`src/rtl/reg_fifo_pkg.sv`:
```
// Shared types and sizing helpers for the reg_fifo word buffer.
package reg_fifo_pkg;

  localparam int WIDTH_DEFAULT = 16;
  localparam int DEPTH_DEFAULT = 4;

  typedef logic [WIDTH_DEFAULT-1:0] word_t;

  // Pointer width; a 1-entry FIFO would still need a 1-bit pointer.
  function automatic int ptr_w(input int depth);
    return (depth > 1) ? $clog2(depth) : 1;
  endfunction

  // COUNT must be able to hold DEPTH itself, hence one extra bit.
  function automatic int cnt_w(input int depth);
    return $clog2(depth) + 1;
  endfunction

endpackage

```
`src/rtl/reg_fifo_if.sv`:
```
// Upstream/downstream handshake bundle for reg_fifo; master drives data in and consumer ready.
interface reg_fifo_if
  import reg_fifo_pkg::*;
#(
  parameter int WIDTH = WIDTH_DEFAULT,
  parameter int DEPTH = DEPTH_DEFAULT
);

  // Handshake: a word moves on a rising edge when its valid and ready are both high;
  // valid must not depend on ready, and O stays stable while O_VALID=1 and O_READY=0.
  logic [WIDTH-1:0]        I;
  logic                    I_VALID;
  logic                    I_READY;
  logic [WIDTH-1:0]        O;
  logic                    O_VALID;
  logic                    O_READY;
  logic [cnt_w(DEPTH)-1:0] COUNT;

  modport master (
    output I, I_VALID, O_READY,
    input  I_READY, O, O_VALID, COUNT
  );

  modport slave (
    input  I, I_VALID, O_READY,
    output I_READY, O, O_VALID, COUNT
  );

endinterface

```
`src/rtl/reg_fifo_mem.sv`:
```
// DEPTH x WIDTH storage for reg_fifo: synchronous write, asynchronous read, async reset to INIT.
module reg_fifo_mem
  import reg_fifo_pkg::*;
#(
  parameter int               WIDTH = WIDTH_DEFAULT,
  parameter int               DEPTH = DEPTH_DEFAULT,
  parameter logic [WIDTH-1:0] INIT  = '0,
  parameter int               PW    = ptr_w(DEPTH)
) (
  input  logic             clk,
  input  logic             arst_n,
  input  logic             we,
  input  logic [PW-1:0]    waddr,
  input  logic [WIDTH-1:0] wdata,
  input  logic [PW-1:0]    raddr,
  output logic [WIDTH-1:0] rdata
);

  logic [WIDTH-1:0] mem_q [DEPTH];

  always_ff @(posedge clk or negedge arst_n) begin
    if (!arst_n) begin
      for (int i = 0; i < DEPTH; i++) begin
        mem_q[i] <= INIT;
      end
    end else if (we) begin
      mem_q[waddr] <= wdata;
    end
  end

  assign rdata = mem_q[raddr];

endmodule

```
`src/rtl/reg_fifo.sv`:
```
// First-word-fall-through FIFO behind the register stage; pointers, occupancy and handshake.
// Optional zero-latency empty bypass is built when REG_FIFO_BYPASS_EN is defined.
module reg_fifo
  import reg_fifo_pkg::*;
#(
  parameter int               WIDTH = WIDTH_DEFAULT,
  parameter int               DEPTH = DEPTH_DEFAULT,
  parameter logic [WIDTH-1:0] INIT  = '0
) (
  input  logic        CLK,
  input  logic        ARST_N,
  reg_fifo_if.slave   bus
);

  localparam int PW = ptr_w(DEPTH);
  localparam int CW = cnt_w(DEPTH);

  logic [PW-1:0]    wr_ptr_q;
  logic [PW-1:0]    rd_ptr_q;
  logic [CW-1:0]    count_q;
  logic [WIDTH-1:0] head_data;
  logic             full;
  logic             empty;
  logic             push;
  logic             pop;

  assign full  = (count_q == CW'(DEPTH));
  assign empty = (count_q == '0);

`ifdef REG_FIFO_BYPASS_EN
  logic bypass;

  // An empty FIFO with a willing consumer hands the word straight through
  // instead of storing it, so nothing is written in that case.
  assign bypass = empty & bus.I_VALID & bus.O_READY;
  assign push   = bus.I_VALID & ~full & ~bypass;
  assign pop    = ~empty & bus.O_READY;

  assign bus.O       = bypass ? bus.I : head_data;
  assign bus.O_VALID = ~empty | bypass;
`else
  assign push = bus.I_VALID & ~full;
  assign pop  = ~empty & bus.O_READY;

  assign bus.O       = head_data;
  assign bus.O_VALID = ~empty;
`endif

  assign bus.I_READY = ~full;
  assign bus.COUNT   = count_q;

  // Pointers wrap naturally because DEPTH is a power of two.
  always_ff @(posedge CLK or negedge ARST_N) begin
    if (!ARST_N) begin
      wr_ptr_q <= '0;
      rd_ptr_q <= '0;
      count_q  <= '0;
    end else begin
      if (push) begin
        wr_ptr_q <= wr_ptr_q + PW'(1);
      end
      if (pop) begin
        rd_ptr_q <= rd_ptr_q + PW'(1);
      end
      case ({push, pop})
        2'b10:   count_q <= count_q + CW'(1);
        2'b01:   count_q <= count_q - CW'(1);
        default: count_q <= count_q;
      endcase
    end
  end

  reg_fifo_mem #(
    .WIDTH (WIDTH),
    .DEPTH (DEPTH),
    .INIT  (INIT),
    .PW    (PW)
  ) u_mem (
    .clk    (CLK),
    .arst_n (ARST_N),
    .we     (push),
    .waddr  (wr_ptr_q),
    .wdata  (bus.I),
    .raddr  (rd_ptr_q),
    .rdata  (head_data)
  );

endmodule

```
`src/flat_wrapper.sv`:
```
// flat-port wrapper written by rule: the top's interface ports become plain ports
module reg_fifo_flat import reg_fifo_pkg::*;
#(
  parameter int               WIDTH = WIDTH_DEFAULT,
  parameter int               DEPTH = DEPTH_DEFAULT,
  parameter logic [WIDTH-1:0] INIT  = '0
)
  (CLK, ARST_N, bus_I, bus_I_VALID, bus_O_READY, bus_I_READY, bus_O, bus_O_VALID, bus_COUNT);
  reg_fifo_if #(.WIDTH(WIDTH), .DEPTH(DEPTH)) bus_i ();
  input  logic CLK;
  input  logic ARST_N;
  input wire logic [$bits(bus_i.I)-1:0] bus_I;
  input wire logic [$bits(bus_i.I_VALID)-1:0] bus_I_VALID;
  input wire logic [$bits(bus_i.O_READY)-1:0] bus_O_READY;
  output wire logic [$bits(bus_i.I_READY)-1:0] bus_I_READY;
  output wire logic [$bits(bus_i.O)-1:0] bus_O;
  output wire logic [$bits(bus_i.O_VALID)-1:0] bus_O_VALID;
  output wire logic [$bits(bus_i.COUNT)-1:0] bus_COUNT;
  assign bus_i.I = bus_I;
  assign bus_i.I_VALID = bus_I_VALID;
  assign bus_i.O_READY = bus_O_READY;
  assign bus_I_READY = bus_i.I_READY;
  assign bus_O = bus_i.O;
  assign bus_O_VALID = bus_i.O_VALID;
  assign bus_COUNT = bus_i.COUNT;
  reg_fifo #(.WIDTH(WIDTH), .DEPTH(DEPTH), .INIT(INIT)) u_core (.CLK(CLK), .ARST_N(ARST_N), .bus(bus_i));
endmodule
```
`config.mk`:
```
export PLATFORM = sky130hd
export DESIGN_NAME = reg_fifo_flat
export DESIGN_NICKNAME = d
export VERILOG_FILES = /design/src/rtl/reg_fifo_pkg.sv /design/src/rtl/reg_fifo_if.sv /design/src/rtl/reg_fifo_mem.sv /design/src/rtl/reg_fifo.sv /design/src/flat_wrapper.sv
export SDC_FILE = /design/constraint.sdc
export NUM_CORES = 1
export LEC_CHECK = 0
export ABC_CLOCK_PERIOD_IN_PS = 5800
export CAP_MARGIN = 5
export CORE_UTILIZATION = 35
export CTS_CLUSTER_DIAMETER = 200
export DETAILED_ROUTE_END_ITERATION = 8
export PLACE_DENSITY_LB_ADDON = 0.1
export SYNTH_ARGS = -nofsm -noshare
export SYNTH_HDL_FRONTEND = slang
export SYNTH_SLANG_ARGS = --single-unit
export TNS_END_PERCENT = 20
```
`constraint.sdc`:
```
create_clock -name CLK -period 5.8 [get_ports CLK]
set_input_delay 1.16 -clock CLK [delete_from_list [all_inputs] [get_ports CLK]]
set_output_delay 1.16 -clock CLK [all_outputs]
set_load 0.05 [all_outputs]
```
Word-level counts from Yosys, hierarchy flattened
Index checks and enable logic that the tools add are counted.
Operators by class
  bitwise logic cells: 6
  eq/ne operators: 3
  reduce and logical (&&, ||, !) cells: 3
  order comparisons: 3
  multiplexer cells: 7
  $add $sub $neg: 4
Operators with widths (count)
  64-bit bitwise mux: 1
  16-bit 2-to-1 mux: 3
  16-bit binary-select mux with 2-bit select: 1
  16-bit demux with 2-bit select: 1
  3-bit greater-or-equal comparator (second input constant): 2
  2-bit inverter with 3-bit output: 2
  3-bit one-hot mux with 2 select lines: 1
  2-bit by 1-bit adder with 2-bit output (second input constant): 2
  3-bit by 1-bit adder with 3-bit output (second input constant): 1
  3-bit == test (second input constant): 1
  3-bit logical NOT: 1
  3-bit by 1-bit less-than comparator with 1-bit output (second input constant): 1
  3-bit by 1-bit subtractor with 3-bit output (second input constant): 1
  1-bit AND: 2
  2-bit by 1-bit == test with 1-bit output (second input constant): 1
  2-bit == test (second input constant): 1
  1-bit inverter: 2
  2-bit nonzero test: 1
  1-bit logical AND: 1
Word-level totals
  bits of input ports: 20
  register bits: 71

Depth between registers and ports, before layout
Gate-level depths: netlist of the first run.
  depth in word-level cells: 6
  depth in mapped cells: 9
  gate-level depth less buffers: 8

By module
Synthesis of the first run repeated with hierarchy kept, for this count alone.
Second synthesis, totals
  cells, all modules: 185
  area, all modules: 3143.0 um^2
Modules (own cells, without submodules)
  reg_fifo_mem: seq. area each 1601.5 um^2, area an instance 2792.7 um^2, cells an instance 156, times used 1
  reg_fifo: seq. area each 175.2 um^2, area an instance 350.3 um^2, cells an instance 29, times used 1

Worst setup path after synthesis of the first run
No wires, ideal clock.
  kind: register -> output
  start: reg u_core.rd_ptr_q[0]
  end: out bus_O[0]
  path buffers: 2
  path slack: 3086 ps
  data required time: 4640 ps
  arrival time: 1554 ps
  cell stages (with the launch flop): 4
  path through: dfrtp_1 > buf_2 > buf_2 > mux4_2
On the way
  cells in the longest elaborated chain, start to end: 4
RTL lines
  start, declared: RTL line reg_fifo.sv:19  | logic [PW-1:0] rd_ptr_q;
  start signal, assigned: RTL line reg_fifo.sv:63  | rd_ptr_q <= rd_ptr_q + PW'(1);
  2-bit inverter with 3-bit output (not written as such): RTL line reg_fifo_mem.sv:31  | assign rdata = mem_q[raddr];
  16-bit binary-select mux with 2-bit select: RTL line reg_fifo_mem.sv:31
  16-bit 2-to-1 mux (not written as such) (2 in series): RTL line reg_fifo_mem.sv:31
  end, declared: RTL line flat_wrapper.sv:16  | output wire logic [$bits(bus_i.O)-1:0] bus_O;
Every way passes these cells. The select of a mux whose other input is x is not followed.

Worst setup path in the final report of the first run
  start: reg u_core.rd_ptr_q[0]
  end: out bus_O[15]
The elaborated chain is that of the path after synthesis.

==> summary.txt, run 1 <==
Kind of cell adding the most delay to the critical path = buffers and inverters
Min Clock Period, post-route = 3.75 ns
Count of final setup violators = 0
Routability-driven placement congestion ratio = 0.651
Synth top area share = 52.4%
Hold Vio Cnt, Final = 0
Via count of the first global-routing pass = 1952
Part of the Yosys area used for sequential elements = 52.4%
Setup repair after global routing missed its margin = false
Detailed-routing wirelength on met1 = 3.10 mm
GRT Total Usage = 14.3%
Post-CTS Resized = 0
Hold-fix buffer count after cts = 0
First-pass detailed-route iteration total = 4
Quantity of I/O buffers inserted on ports = 40
Mapped cell area = 3390 um^2
Worst endpoint required time = 4.64 ns
Overflow left after global routing = 0
Number of vias in the routed layout = 1716
Area of the die = 10100 um^2
Die extent in y = 100 um
Net count, final = 261
Crit path arrival time = 2.59 ns
Max-slew violation count = 0
Kind of critical path = flip-flop to output port
Chip width = 100 um
Fillers = 829
Max Used Layer = met4
Sequential cell area = 1780 um^2
IO Count = 41
Number of synthesized register bits = 71
Max_slew headroom = 26.1%
Final antenna-violating net count = 0
Met2 WL = 3.03 mm
Kind of end point of the critical path = output port
Hold path startpoint = u_core.u_mem.mem_q[63]
Clock insertion delay at the later pin of the skew report = 0.33 ns
Number of maximum-capacitance violations = 0
Commonest non-fill, non-tap cell in the layout = sky130_fd_sc_hd__dfrtp_1
Combined area of the multi-input logic cells = 1450 um^2
Count of different cell masters after synthesis = 20
Estimated wirelength of the detail-placed design = 4.03 mm
Maximum fanout encountered on the critical timing path = 10
1st-iter DRT viols = 51
Detail-routed via count per cell = 4.65
Placeable core area = 9330 um^2
Max frequency = 267 MHz
TritonCTS clock tree = yes
Total wirelength of the detailed-routed design = 6.38 mm
Clock buffer count from CTS = 9
CP max stage cell = sky130_fd_sc_hd__clkdlybuf4s50_1
Fraction of layout instances using a drive strength above 1 = 41.7%
Synth Instances = 193
Buffering stage count on the worst path with inverters included = 2
Antenna violations before repair = 0
Residual DRC = 0
CTS root buf = sky130_fd_sc_hd__clkbuf_8
Number of warning messages in the yosys log = 0
Clock Tree Buf Depth = 2
Fin crit share = 64.7%
Worst-Margin Slew = 1.11 ns
Met3 Wirelength = 206 um
Worst setup path start = u_core.rd_ptr_q[0]
Aggregate negative setup slack = 0 ns
Delay contributed by the slowest stage of the critical path = 0.72 ns
Global-route wire length before repair = 10.7 mm
CTS H-Tree Depth = 3
Leading cell types by total area after synthesis = sky130_fd_sc_hd__dfrtp_1 (52%), sky130_fd_sc_hd__mux2_4 (18%), sky130_fd_sc_hd__mux4_2 (11%)
Post-Syn Area per Cell = 17.6 um^2
Area growth, synth to finish = 18.6%
Highest-count cells in the layout ignoring fill and taps = sky130_fd_sc_hd__dfrtp_1 (71), sky130_fd_sc_hd__mux2_4 (40), sky130_fd_sc_hd__clkdlybuf4s50_1 (39), sky130_fd_sc_hd__mux2_2 (25), sky130_fd_sc_hd__mux4_2 (16)
Worst Hold Class = flip-flop to flip-flop
Number of nets produced by synthesis = 219
Number of clock sinks = 71
Post-CTS Repair Setup Buffers = 0
FF-to-FF Start = u_core.bus.COUNT[0]
Routed len/inst = 17.3 um
Worst Skew = 0.0102 ns
Number of antenna repair diodes = 0
Cell chain of the critical path = buf_4 -> mux4_2 -> clkdlybuf4s50_1
Maximum number of pins on one net before global-route repair = 42
Kind of launch point of the worst setup path = flip-flop
Clock Pin Slew Worst Setup and Hold Paths = 0.07 ns
Cell type contributing the most total cell area after synthesis = sky130_fd_sc_hd__dfrtp_1
Starting density of the core = 36.4%
Standard-cell rows = 35
Status = complete, no violations
[per-stage QoR]
step	hold slack [ns]	worst slack, ns	utilization, %	cells	area (um^2)
after CTS	0.511	1.97	43.1	369	4020
final	0.505	2.05	43.1	369	4020
after global routing	0.526	1.86	43.1	369	4020
after global placement	0.491	2.36	41.1	353	3830
after floorplan	0.475	3.09	-	193	3390
after detailed placement	0.488	2.35	41.1	353	3830
[cell type report]
cell class                 instances  share of cell area (%)
clock inverter                     4                    1.12
sequential                        71                    44.2
timing repair buffer              44                    10.6
inverter                           5                   0.467
multi-input combinational        104                    36.0
tap                              129                    4.01
clock buffer                      12                    3.61
[routing by layer]
metal | global-route usage, % | vias to the layer above
met1 | 19.9 | 900
met5 | 0 | -
met4 | 3.57 | 0
li1 | - | 782
met3 | 4.25 | 4
met2 | 21.9 | 30
[Yosys cell counts]
cell	count
sky130_fd_sc_hd__o31a_1	1
sky130_fd_sc_hd__and3_1	4
sky130_fd_sc_hd__xnor2_1	3
sky130_fd_sc_hd__or3_1	1
sky130_fd_sc_hd__mux2i_1	1
sky130_fd_sc_hd__inv_1	5
sky130_fd_sc_hd__nor2_1	1
sky130_fd_sc_hd__dfrtp_1	71
sky130_fd_sc_hd__mux2_4	40
sky130_fd_sc_hd__ha_1	5
sky130_fd_sc_hd__fa_1	1
sky130_fd_sc_hd__buf_2	3
sky130_fd_sc_hd__clkbuf_1	2
sky130_fd_sc_hd__or3b_1	1
sky130_fd_sc_hd__xor2_1	3
sky130_fd_sc_hd__nand2_1	2
sky130_fd_sc_hd__buf_6	4
sky130_fd_sc_hd__mux2_2	25
sky130_fd_sc_hd__buf_12	4
sky130_fd_sc_hd__mux4_2	16
[cell families after synthesis]
family / after synthesis / synth area share (%)
mux: 82 / 36.9
flops: 71 / 52.4
buf+inv: 18 / 4.91
simple gates: 9 / 1.51
xor+xnor: 6 / 1.55
fa+ha+maj: 6 / 2.44
compound gates: 1 / 0.258
[sequential cells by signal, summed over array words and instances, names as in the netlist]
register / flops
u_core.bus.COUNT: 3
u_core.rd_ptr_q: 2
u_core.u_mem.mem_q: 64
u_core.wr_ptr_q: 2
[final timing paths]
| check | endpoint | slack [ns] | depth (start not counted) |
|---|---|---|---|
| setup reg to reg | u_core.bus.COUNT[2] | 3.54 | 8 |
| hold reg to reg | u_core.u_mem.mem_q[63] | 0.51 | 1 |
| max in group asynchronous | u_core.u_mem.mem_q[36] | 3.91 | 2 |
| hold / removal | u_core.u_mem.mem_q[63] | 0.51 | 1 |
| setup / recovery | bus_O[15] | 2.05 | 3 |
| min in group asynchronous | u_core.u_mem.mem_q[60] | 0.88 | 1 |
Power of run 1 is left out: the tool's default activity adds up to more than one toggle a clock period on the data nets, which glitch-free logic cannot reach.
==> run 2: changes to the inputs <==
- ABC_CLOCK_PERIOD_IN_PS: 5800 -> 3150
- clock period: 5.8 -> 3.15 ns (I/O delays scaled with it)
==> run 2 against run 1 <==
- worst setup slack got worse by 1.5 ns
- design area increased by 1.4%
- clock-buffer cell count decreased by 3
- non-clock buffer count increased by 4
- hold slack got worse by 0.20 ns
- clock skew decreased by 0.00053 ns
- first-iteration DRC count increased by 27%
- critical path depth decreased by 1
==> summary.txt, run 2 (same netlist as run 1, synthesis figures left out) <==
Worst Skew = 0.00962 ns
Max_slew headroom = 56.9%
Global-route track usage on met3 = 2.51%
Post-CTS Resized = 0
First-pass detailed-route iteration total = 4
Final antenna-violating net count = 0
Via count of the first global-routing pass = 1883
Commonest non-fill, non-tap cell in the layout = sky130_fd_sc_hd__dfrtp_1
Clock buffer count from CTS = 9
IO Count = 41
Global-route wire length before repair = 10.3 mm
Clock Tree Buf Depth = 2
Number of clock sinks = 71
Buffering stage count on the worst path with inverters included = 1
Max reg flops = 64
Hold-fix buffer count after cts = 0
Delay contributed by the slowest stage of the critical path = 0.73 ns
Overflow left after global routing = 0
Hold Vio Cnt, Final = 0
Largest register by flop count = u_core.u_mem.mem_q
Routed len/inst = 16.8 um
Fin crit share = 82.1%
Estimated wirelength of the detail-placed design = 3.95 mm
Aggregate negative setup slack = 0 ns
Cell chain of the critical path = or3b_1 -> clkdlybuf4s50_1
Crit path arrival time = 1.96 ns
Number of antenna repair diodes = 0
Kind of launch point of the worst setup path = flip-flop
Detail-routed via count per cell = 4.66
1st-iter DRT viols = 65
Met1 usage = 20.2%
TritonCTS clock tree = yes
FF-to-FF Start = u_core.bus.COUNT[0]
Routability-driven placement congestion ratio = 0.732
Min Clock Period, post-route = 2.59 ns
Maximum number of pins on one net before global-route repair = 46
Placeable core area = 9330 um^2
Area of the die = 10100 um^2
CP max stage cell = sky130_fd_sc_hd__clkdlybuf4s50_1
Maximum fanout encountered on the critical timing path = 6
Setup repair after global routing missed its margin = false
GRT Total Usage = 13.9%
Kind of critical path = flip-flop to output port
Clock insertion delay at the later pin of the skew report = 0.34 ns
Met2 GRT Util = 20.0%
Quantity of I/O buffers inserted on ports = 40
Post-CTS Repair Setup Buffers = 0
Layer carrying the most global-route usage = met1
Number of vias in the routed layout = 1739
Max frequency = 387 MHz
Worst reg2reg path endpoint = u_core.bus.COUNT[2]
Kind of end point of the critical path = output port
Setup slack, reg-to-reg = 1.01 ns
CTS H-Tree Depth = 3
Total wirelength of the detailed-routed design = 6.27 mm
Residual DRC = 0
Area growth, synth to finish = 20.3%
Max-slew violation count = 0
Antenna violations before repair = 0
Status = complete, no violations
Highest-count cells in the layout ignoring fill and taps = sky130_fd_sc_hd__dfrtp_1 (71), sky130_fd_sc_hd__mux2_4 (40), sky130_fd_sc_hd__mux2_2 (25), sky130_fd_sc_hd__clkdlybuf4s50_1 (23), sky130_fd_sc_hd__buf_4 (23)
Fraction of layout instances using a drive strength above 1 = 50.0%
Number of maximum-capacitance violations = 0
Chip width = 100 um
Die extent in y = 100 um
Count of final setup violators = 0
Clock Pin Slew Worst Setup and Hold Paths = 0.08 ns
Kind of cell adding the most delay to the critical path = buffers and inverters
R2R depth = 8
CTS root buf = sky130_fd_sc_hd__clkbuf_8
Worst endpoint required time = 2.52 ns
Standard-cell rows = 35
Starting density of the core = 36.4%
Net count, final = 265
Worst Hold Class = primary input to async pin
Worst-Margin Slew = 0.647 ns
## run 2: changes by cell type in the layout (fill, tap and decap cells not counted), moves of 2 or more
cell,before,now
sky130_fd_sc_hd__buf_4,4,23
sky130_fd_sc_hd__clkdlybuf4s50_1,39,23
sky130_fd_sc_hd__clkinv_4,0,3
sky130_fd_sc_hd__bufinv_16,1,3
sky130_fd_sc_hd__clkbuf_1,2,0
sky130_fd_sc_hd__clkinv_2,3,1
## run 2: metal layers
metal  wire (um)  share of wire, %  up-vias
met4         129               2.1        0
met3         270               4.3       12
li1            -                 -      786
met5           0                 0        -
met2        2830                45       37
met1        3050                49      904
## run 2: cell type report
| class | count | area (um^2) |
|---|---|---|
| clock buffer | 9 | 124 |
| clock inverter | 7 | 121 |
| fill | 841 | 5250 |
| inverter | 5 | 18.8 |
| multi-input combinational | 104 | 1450 |
| sequential | 71 | 1780 |
| tap | 129 | 161 |
| timing repair buffer | 48 | 428 |
## run 2: worst reg2reg max path: cells and delay by family (launching register included)
kind | cells | cell delay, ns
simple gates | 3 | 0.71
buf+inv | 1 | 0.06
fa+ha+maj | 2 | 0.56
flops | 1 | 0.45
xor+xnor | 2 | 0.29
## run 2: how the worst max path moves through the flow
stage,to,cells after the start,startpoint
2_1_floorplan,u_core.bus.COUNT[2],9,u_core.bus.COUNT[2]
3_3_place_gp,u_core.bus.COUNT[2],8,bus_O_READY
3_5_place_dp,u_core.bus.COUNT[2],8,bus_O_READY
4_1_cts,bus_I_READY,2,u_core.bus.COUNT[0]
5_1_grt,bus_I_READY,2,u_core.bus.COUNT[0]
6_report,bus_I_READY,2,u_core.bus.COUNT[0]
## run 2: through the flow
| stage | setup WS, ns | std cells | cell area (um^2) | utilization [%] | hold slack, ns |
|---|---|---|---|---|---|
| finish | 0.563 | 373 | 4080 | 43.7 | 0.307 |
| global route | 0.457 | 373 | 4080 | 43.7 | 0.350 |
| CTS | 0.530 | 373 | 4080 | 43.7 | 0.318 |
| detailed placement | 0.748 | 357 | 3830 | 41.1 | 0.490 |
| global placement | 0.779 | 357 | 3830 | 41.1 | 0.485 |
| floorplan | 0.676 | 193 | 3390 | - | 0.334 |
Power of run 2 is left out for the same reason.
==> run 3: changes to the inputs <==
- ABC_CLOCK_PERIOD_IN_PS: 3150 -> 2400
- clock period: 3.15 -> 2.4 ns (I/O delays scaled with it)
==> run 3 against run 2 <==
- wire length increased by 2.3%
- design area increased by 1.9%
- non-clock buffer count unchanged
- first-iteration DRC count decreased by 23%
- core utilization increased by 0.83 points
- sequential cell count unchanged
- hold slack got worse by 0.21 ns
- register-to-register slack got worse by 0.76 ns
- global-route usage increased by 0.36 points
- critical path depth increased by 1
- critical endpoint is now bus_O[8]
==> summary.txt, run 3 (same netlist as run 1, synthesis figures left out) <==
Status = complete, no violations
Number of vias in the routed layout = 1776
Kind of cell adding the most delay to the critical path = multiplexers
Hold-fix buffer count after cts = 0
Most repeated library cell on the critical path = sky130_fd_sc_hd__buf_4
Overflow left after global routing = 0
Chip width = 100 um
Fraction of layout instances using a drive strength above 1 = 51.2%
Max-slew violation count = 0
Clock insertion delay at the later pin of the skew report = 0.35 ns
Routability-driven placement congestion ratio = 0.663
Setup repair after global routing missed its margin = false
CTS root buf = sky130_fd_sc_hd__clkbuf_8
Max frequency = 452 MHz
Buffering stage count on the worst path with inverters included = 2
Max_slew headroom = 66.2%
Quantity of I/O buffers inserted on ports = 40
First-pass detailed-route iteration total = 4
Min Clock Period, post-route = 2.21 ns
Clock Tree Buf Depth = 2
Number of clock sinks = 71
Setup slack, reg-to-reg = 0.25 ns
Delay contributed by the slowest stage of the critical path = 0.56 ns
Highest-count cells in the layout ignoring fill and taps = sky130_fd_sc_hd__dfrtp_1 (68), sky130_fd_sc_hd__mux2_4 (40), sky130_fd_sc_hd__mux2_2 (25), sky130_fd_sc_hd__clkdlybuf4s50_1 (21), sky130_fd_sc_hd__buf_4 (18)
Worst Hold Class = primary input to async pin
Placeable core area = 9330 um^2
Clock buffer count from CTS = 9
Detail-routed via count per cell = 4.76
Commonest non-fill, non-tap cell in the layout = sky130_fd_sc_hd__dfrtp_1
Die extent in y = 100 um
Estimated wirelength of the detail-placed design = 3.91 mm
Total wirelength of the detailed-routed design = 6.42 mm
GRT Total Usage = 14.3%
Clock Pin Slew Worst Setup and Hold Paths = 0.08 ns
Worst endpoint required time = 1.92 ns
Area growth, synth to finish = 22.5%
Maximum number of pins on one net before global-route repair = 52
Crit path arrival time = 1.73 ns
Standard-cell rows = 35
Antenna violations before repair = 0
Worst-Margin Slew = 0.508 ns
Global-route wire length before repair = 10.5 mm
Routed len/inst = 17.2 um
TritonCTS clock tree = yes
Number of antenna repair diodes = 0
Residual DRC = 0
Fin crit share = 92.2%
Maximum fanout encountered on the critical timing path = 12
1st-iter DRT viols = 50
Kind of critical path = flip-flop to output port
CTS H-Tree Depth = 3
Net count, final = 265
Max reg flops = 64
Hold Vio Cnt, Final = 0
Area of the die = 10100 um^2
Aggregate negative setup slack = 0 ns
Cell chain of the critical path = buf_4 -> mux4_2 -> buf_4
Starting density of the core = 36.4%
Largest register by flop count = u_core.u_mem.mem_q
Post-CTS Repair Setup Buffers = 0
Via count of the first global-routing pass = 1903
Kind of launch point of the worst setup path = flip-flop
Worst Skew = 0.0128 ns
Final antenna-violating net count = 0
Count of final setup violators = 0
CP max stage cell = sky130_fd_sc_hd__mux4_2
IO Count = 41
Number of maximum-capacitance violations = 0
Kind of end point of the critical path = output port
run 3: cell types whose count changed in the layout (fill, tap and decap cells not counted), moves of 2 or more:
cell,previous run,this run
sky130_fd_sc_hd__buf_12,1,6
sky130_fd_sc_hd__buf_4,23,18
sky130_fd_sc_hd__clkbuf_8,9,11
sky130_fd_sc_hd__clkdlybuf4s50_1,23,21
sky130_fd_sc_hd__clkinv_4,3,1
sky130_fd_sc_hd__dfrtp_1,71,68
sky130_fd_sc_hd__dfrtp_2,0,3
run 3: worst paths after layout:
check,from,endpoint,cells past startpoint
setup / recovery,u_core.rd_ptr_q[0],bus_O[8],3
hold / removal,ARST_N,u_core.u_mem.mem_q[58],1
setup reg to reg,u_core.bus.COUNT[1],u_core.bus.COUNT[2],8
hold reg to reg,u_core.u_mem.mem_q[28],u_core.u_mem.mem_q[28],1
max in group asynchronous,ARST_N,u_core.wr_ptr_q[0],2
min in group CLK,u_core.u_mem.mem_q[28],u_core.u_mem.mem_q[28],1
run 3: stage by stage:
step                hold slack [ns]  worst slack [ns]  instances  utilization, %  instance area (um^2)
floorplan                     0.184            0.0628        193               -                  3390
global placement              0.484             0.181        357            41.8                  3900
detailed placement            0.485             0.142        357            41.8                  3900
CTS                          0.0954            0.0412        373            44.5                  4150
global route                  0.113            0.0830        373            44.5                  4160
finish                       0.0934             0.188        373            44.5                  4160
run 3: area by class of cell:
cell class              count  area (um^2)
well taps                 129          161
repair buffers             48          492
clock inverters             5          104
multi-input cells         104         1450
fillers                   848         5170
flip-flops and latches     71         1780
clock buffers              11          151
inverters                   5         18.8
run 3: worst reg2reg max path, delay by kind of cell, from the launching register on:
kind / cells / cell delay [ns]
adders and majority gates: 2 / 0.57
xor gates and xnor gates: 2 / 0.29
DFF: 1 / 0.44
buffers and inverters: 1 / 0.06
and+or+nand+nor: 3 / 0.73
run 3: metal layers:
layer  wire length [um]  global-route usage, %  share of wire [%]  vias to the layer above
li1                   -                      -                  -                      794
met4                 76                   4.35                1.2                        0
met3                300                   5.22                4.7                        9
met2               2940                   21.3                 46                       35
met1               3100                   19.5                 48                      938
met5                  0                      0                  0                        -
run 3: repair_timing:
action,in CTS,in global routing
endpoints found under the setup margin,1,1
gates cloned,0,0
resized for setup,1,1
Power of run 3 is left out for the same reason.
